**config.mk**
```make
export PLATFORM = sky130hd
export DESIGN_NAME = cache_line_arbiter
export DESIGN_NICKNAME = d
export VERILOG_FILES = /design/src/rtl/cache_line_arbiter_pkg.sv /design/src/rtl/cache_line_arbiter_grant_sel.sv /design/src/rtl/cache_line_arbiter.sv
export SDC_FILE = /design/constraint.sdc
export NUM_CORES = 1
export LEC_CHECK = 0
export ABC_AREA = 1
export ABC_CLOCK_PERIOD_IN_PS = 20100
export CORE_AREA = 2 2 532 534
export CTS_CLUSTER_DIAMETER = 200
export DETAILED_ROUTE_END_ITERATION = 8
export DIE_AREA = 0 0 534 536
export HOLD_SLACK_MARGIN = 0.12
export PLACE_DENSITY = 0.3
export SETUP_SLACK_MARGIN = 0.5
export SLEW_MARGIN = 15
export SYNTH_ARGS = -nofsm -noshare
export SYNTH_HDL_FRONTEND = slang
export SYNTH_HIERARCHICAL = 1
export SYNTH_SLANG_ARGS = --single-unit
```
**constraint.sdc**
```tcl
create_clock -name clk -period 20.1 [get_ports clk]
set_input_delay 4.02 -clock clk [delete_from_list [all_inputs] [get_ports clk]]
set_output_delay 4.02 -clock clk [all_outputs]
set_load 0.1 [all_outputs]
```
**src/rtl/cache_line_arbiter_pkg.sv**
```systemverilog
// Shared types for the I/D cache line-port arbiter: FSM states, grant side and memory op.
package line_arb_types;
   typedef enum logic [1:0] {IDLE, SERVE_I, SERVE_D, DONE} arb_state_t;
   typedef enum logic {GRANT_I, GRANT_D} grant_t;
   typedef enum logic {OP_READ, OP_WRITE} mem_op_t;
endpackage

```
**src/rtl/cache_line_arbiter_grant_sel.sv**
```systemverilog
// Combinational round-robin picker between I-cache and D-cache requests; zero latency.
// On a tie the side that did not win last time is chosen; no backpressure of its own.
module line_arb_grant_sel
   import line_arb_types::*;
(
   input  logic   i_icache_req,
   input  logic   i_dcache_req,
   input  grant_t i_last_grant,
   output logic   o_grant_vld,
   output grant_t o_grant
);

   always_comb begin
      o_grant_vld = i_icache_req | i_dcache_req;
      o_grant     = GRANT_I;
      if (i_icache_req && i_dcache_req)
         o_grant = (i_last_grant == GRANT_I) ? GRANT_D : GRANT_I;
      else if (i_dcache_req)
         o_grant = GRANT_D;
   end

endmodule

```
**src/rtl/cache_line_arbiter.sv**
```systemverilog
// Shares one memory line port between I-cache and D-cache, one transaction at a time.
// Memory request from the cycle after grant; requester resp same cycle as mem_resp; one DONE cycle before next grant.
module cache_line_arbiter
   import line_arb_types::*;
#(
   parameter int ADDR_WIDTH = 32,
   parameter int LINE_WIDTH = 256
) (
   input  logic                  clk,
   input  logic                  rst,
   input  logic                  i_pmem_read,
   input  logic [ADDR_WIDTH-1:0] i_pmem_address,
   output logic [LINE_WIDTH-1:0] i_pmem_rdata,
   output logic                  i_pmem_resp,
   input  logic                  d_pmem_read,
   input  logic                  d_pmem_write,
   input  logic [ADDR_WIDTH-1:0] d_pmem_address,
   input  logic [LINE_WIDTH-1:0] d_pmem_wdata,
   output logic [LINE_WIDTH-1:0] d_pmem_rdata,
   output logic                  d_pmem_resp,
   output logic                  mem_read,
   output logic                  mem_write,
   output logic [ADDR_WIDTH-1:0] mem_address,
   output logic [LINE_WIDTH-1:0] mem_wdata,
   input  logic [LINE_WIDTH-1:0] mem_rdata,
   input  logic                  mem_resp
);

   arb_state_t            r_state;
   grant_t                r_last_grant;
   mem_op_t               r_op;
   logic [ADDR_WIDTH-1:0] r_addr;
   logic [LINE_WIDTH-1:0] r_wdata;

   logic   w_dcache_req;
   logic   w_grant_vld;
   grant_t w_grant;
   logic   w_serving;

   assign w_dcache_req = d_pmem_read | d_pmem_write;

   line_arb_grant_sel u_grant_sel (
      .i_icache_req (i_pmem_read),
      .i_dcache_req (w_dcache_req),
      .i_last_grant (r_last_grant),
      .o_grant_vld  (w_grant_vld),
      .o_grant      (w_grant)
   );

   // Request inputs are sampled only in IDLE; address/data stay frozen until DONE.
   always_ff @(posedge clk or posedge rst) begin
      if (rst) begin
         r_state      <= IDLE;
         r_last_grant <= GRANT_I;
         r_op         <= OP_READ;
         r_addr       <= '0;
         r_wdata      <= '0;
      end else begin
         case (r_state)
            IDLE: begin
               if (w_grant_vld) begin
                  r_last_grant <= w_grant;
                  if (w_grant == GRANT_I) begin
                     r_addr  <= i_pmem_address;
                     r_op    <= OP_READ;
                     r_state <= SERVE_I;
                  end else begin
                     r_addr  <= d_pmem_address;
                     r_wdata <= d_pmem_wdata;
                     r_op    <= d_pmem_write ? OP_WRITE : OP_READ;
                     r_state <= SERVE_D;
                  end
               end
            end
            SERVE_I, SERVE_D: begin
               if (mem_resp)
                  r_state <= DONE;
            end
            DONE:    r_state <= IDLE;
            default: r_state <= IDLE;
         endcase
      end
   end

   assign w_serving    = (r_state == SERVE_I) || (r_state == SERVE_D);
   assign mem_read     = w_serving && (r_op == OP_READ);
   assign mem_write    = w_serving && (r_op == OP_WRITE);
   assign mem_address  = r_addr;
   assign mem_wdata    = r_wdata;

   assign i_pmem_resp  = (r_state == SERVE_I) && mem_resp;
   assign d_pmem_resp  = (r_state == SERVE_D) && mem_resp;
   assign i_pmem_rdata = (r_state == SERVE_I) ? mem_rdata : '0;
   assign d_pmem_rdata = (r_state == SERVE_D) ? mem_rdata : '0;

endmodule

```
==> flow_metrics.py <==
metrics = {
    "critical_path": {
        "crit_start": "mem_rdata[38]",
        "worstPathMaxFanout": 2,
        "worstSetupEndpointType": "output port",
        "required_ps": 16080,
        "r2r-start": "r_last_grant",
        "reg2reg_slack_ps": 16130,
        "r2r_end": "mem_wdata[81]",
        "r2r_cells": 9,
        "slowest_delay_ps": 1200,
        "crit_chain": "clkdlybuf4s50_1 -> nand2_1 -> inv_1 -> clkdlybuf4s50_1",
        "crit_top_cell": "clkdlybuf4s50_1",
        "crit_path_start_kind": "input pin",
        "arrival_ps": 6330,
        "critical-path-top-delay-family": "buffers and inverters",
        "slowest_stage": "clkdlybuf4s50_1",
        "path_buf_inv": 3,
        "crit_type": "input pin to output port",
    },
    "sta": {
        "hold_viol": 0,
        "drv_slew": 0,
        "setup-tns-final_ps": 0,
        "slew_headroom_pct": 19.54,
        "rsz0062_at_grt": "false",
        "fmax_mhz": 96.65,
        "fin_crit_ps": 10350,
        "setup_ws_ps": 9753,
        "post-route-period-util_pct": 51.48,
        "tightest_slew_ps": 1203,
        "setup_viol": 0,
        "fin_skew_ps": 30.61,
    },
    "yosys": {
        "synth_cells": 2449,
        "synth_top_area_share_pct": 46.64,
        "ys_types": 17,
        "synth_top_area_cell": "dfrtp_1",
        "synth_area_mm2": 0.01567,
        "synth-xor-area-share_pct": 0,
        "ys_top_cells_by_area": "dfrtp_1 47%, nand2_1 36%, inv_1 13%, buf_2 2.3%, buf_4 1.2%",
        "synth_top_family_by_area": "simple AND/OR/NAND/NOR gates",
        "synth-simple-area-share_pct": 35.96,
        "yosys_warnings": 6,
        "synth-compound-area-share_pct": 0.06389,
        "synthAdderAreaFrac_pct": 0.3194,
        "synth.avg_cell_area_um2": 6.398,
        "muxShareOfSynthArea_pct": 0,
        "seq_area_frac_synth_pct": 46.64,
        "synth-seq-cells": 292,
        "syn_nets": 3035,
    },
    "route": {
        "drtIter0Drc": 1037,
        "vias": 20306,
        "dr.pass1.iters": 5,
        "ant_nets": 0,
        "viasPerCell": 2.687,
        "drcViolationCount": 0,
        "routed_wl_mm": 178.9,
        "avgRoutedWirePerCell_um": 23.67,
    },
    "clocking": {
        "htree_levels": 2,
        "post_cts_resized": 0,
        "numClockSinks": 292,
        "numCtsBuffers": 40,
        "cts_hold_buf": 0,
        "clk_latency_ps": 640,
        "clockRootBuffer": "clkbuf_16",
        "post_cts_buffers": 0,
        "cts_tree": "yes",
        "cts_max_path_buffers": 3,
        "clkTransAtPathRegs_ps": 50,
    },
    "global_route": {
        "grt_first_pass_wirelength_mm": 224.8,
        "first_global_vias": 20512,
        "grt_usage_pct": 11.97,
        "grt_overflow": 0,
        "grt_max_degree": 129,
        "antenna_found_initial": 135,
    },
    "worst_hold_path": {
        "holdCritStartpoint": "mem_wdata[37]",
        "hold_end": "mem_wdata[37]",
        "worstHoldPathCells": 2,
        "min_path_type": "flip-flop to flip-flop",
    },
    "run_status": {
        "status": "completed",
    },
    "die": {
        "die_area_mm2": 0.2862,
        "die_w_um": 534,
        "start_util_pct": 5.579,
        "core_mm2": 0.2808,
        "num_rows": 195,
        "die_h_um": 536,
        "io-pin-count": 1386,
    },
    "placed_design": {
        "io_buffers": 1385,
        "dp_hpwl_mm": 156.9,
        "place_ws_ps": 9738,
        "gp_congestion": 0.9381,
        "place_inst": 7472,
    },
    "job": {
        "drv_cap": 0,
    },
    "layout": {
        "layout-drive-gt1-share_pct": 4.872,
        "layout_common_cells": "1,492 x nand2_1, 1,291 x clkdlybuf4s50_1, 524 x inv_1",
        "final_common_cell": "nand2_1",
        "area_growth_syn_to_layout_pct": 122.6,
        "fin_cells": 7558,
        "nets": 4357,
    },
}
-- kinds of logic (layout without fill, tap and decap cells) --
kind of cell	after synthesis	after routing
AND/OR/NAND/NOR	1497	1497
other	0	18
adder cells (fa/ha/maj)	4	4
AO/OA/AOI/OAI	2	2
buffers and inverters	654	2002
flip-flops	292	292
-- worst min-delay path, stage by stage, from the launching register on --
cell and delay [ps]:
dfrtp_1 340, nand2_1 50, nand2_1 40
-- per-stage QoR --
step | util [%] | instance area (µm²) | hold WS, ps
2_1_floorplan | - | 15670 | 449.2
3_3_place_gp | 11.93 | 33490 | 453.5
3_5_place_dp | 11.93 | 33490 | 458.6
4_1_cts | 12.40 | 34830 | 474.4
5_1_grt | 12.41 | 34840 | 480.7
6_report | 12.42 | 34880 | 465.6
-- how the worst max path moves through the flow --
stage,end,slack [ps],cells after the start
floorplan,mem_address[0],8020,1
global placement,i_pmem_rdata[65],9740,4
detailed placement,i_pmem_rdata[65],9740,4
CTS,i_pmem_rdata[65],9740,4
global route,d_pmem_rdata[38],9760,4
finish,d_pmem_rdata[38],9750,4
-- per-layer routing --
layer / share of wire, % / global-route usage (%) / up-vias / wire (µm)
li1: - / - / 9438 / -
met1: 36 / 12.55 / 9411 / 64750
met2: 51 / 22.06 / 1156 / 90760
met3: 9.9 / 4.782 / 283 / 17680
met4: 3.1 / 2.996 / 18 / 5569
met5: 0.070 / 0 / - / 126
-- synthesized netlist by cell type (all sizes together) --
master	count
a21oi	1
buf	106
clkbuf	21
dfrtp	292
ha	4
inv	527
nand2	1493
nor2	2
o21ai	1
or2	2
-- layout make-up --
type	count	area, µm²
fill	32650	246000
timing repair buffer	1407	13780
sequential	292	7307
multi-input combinational	1503	5731
tap	3743	4683
inverter	527	1993
clock buffer	57	1155
clock inverter	11	183.9
antenna	18	45.04
-- flip-flops by register name (all words and copies together) (netlist names) --
signal / flops
mem_address: 32
mem_wdata: 256
r_last_grant: 1
r_op: 1
r_state: 2
Power is left out: the tool's default activity adds up to more than one toggle a clock period on the data nets, which glitch-free logic cannot reach.
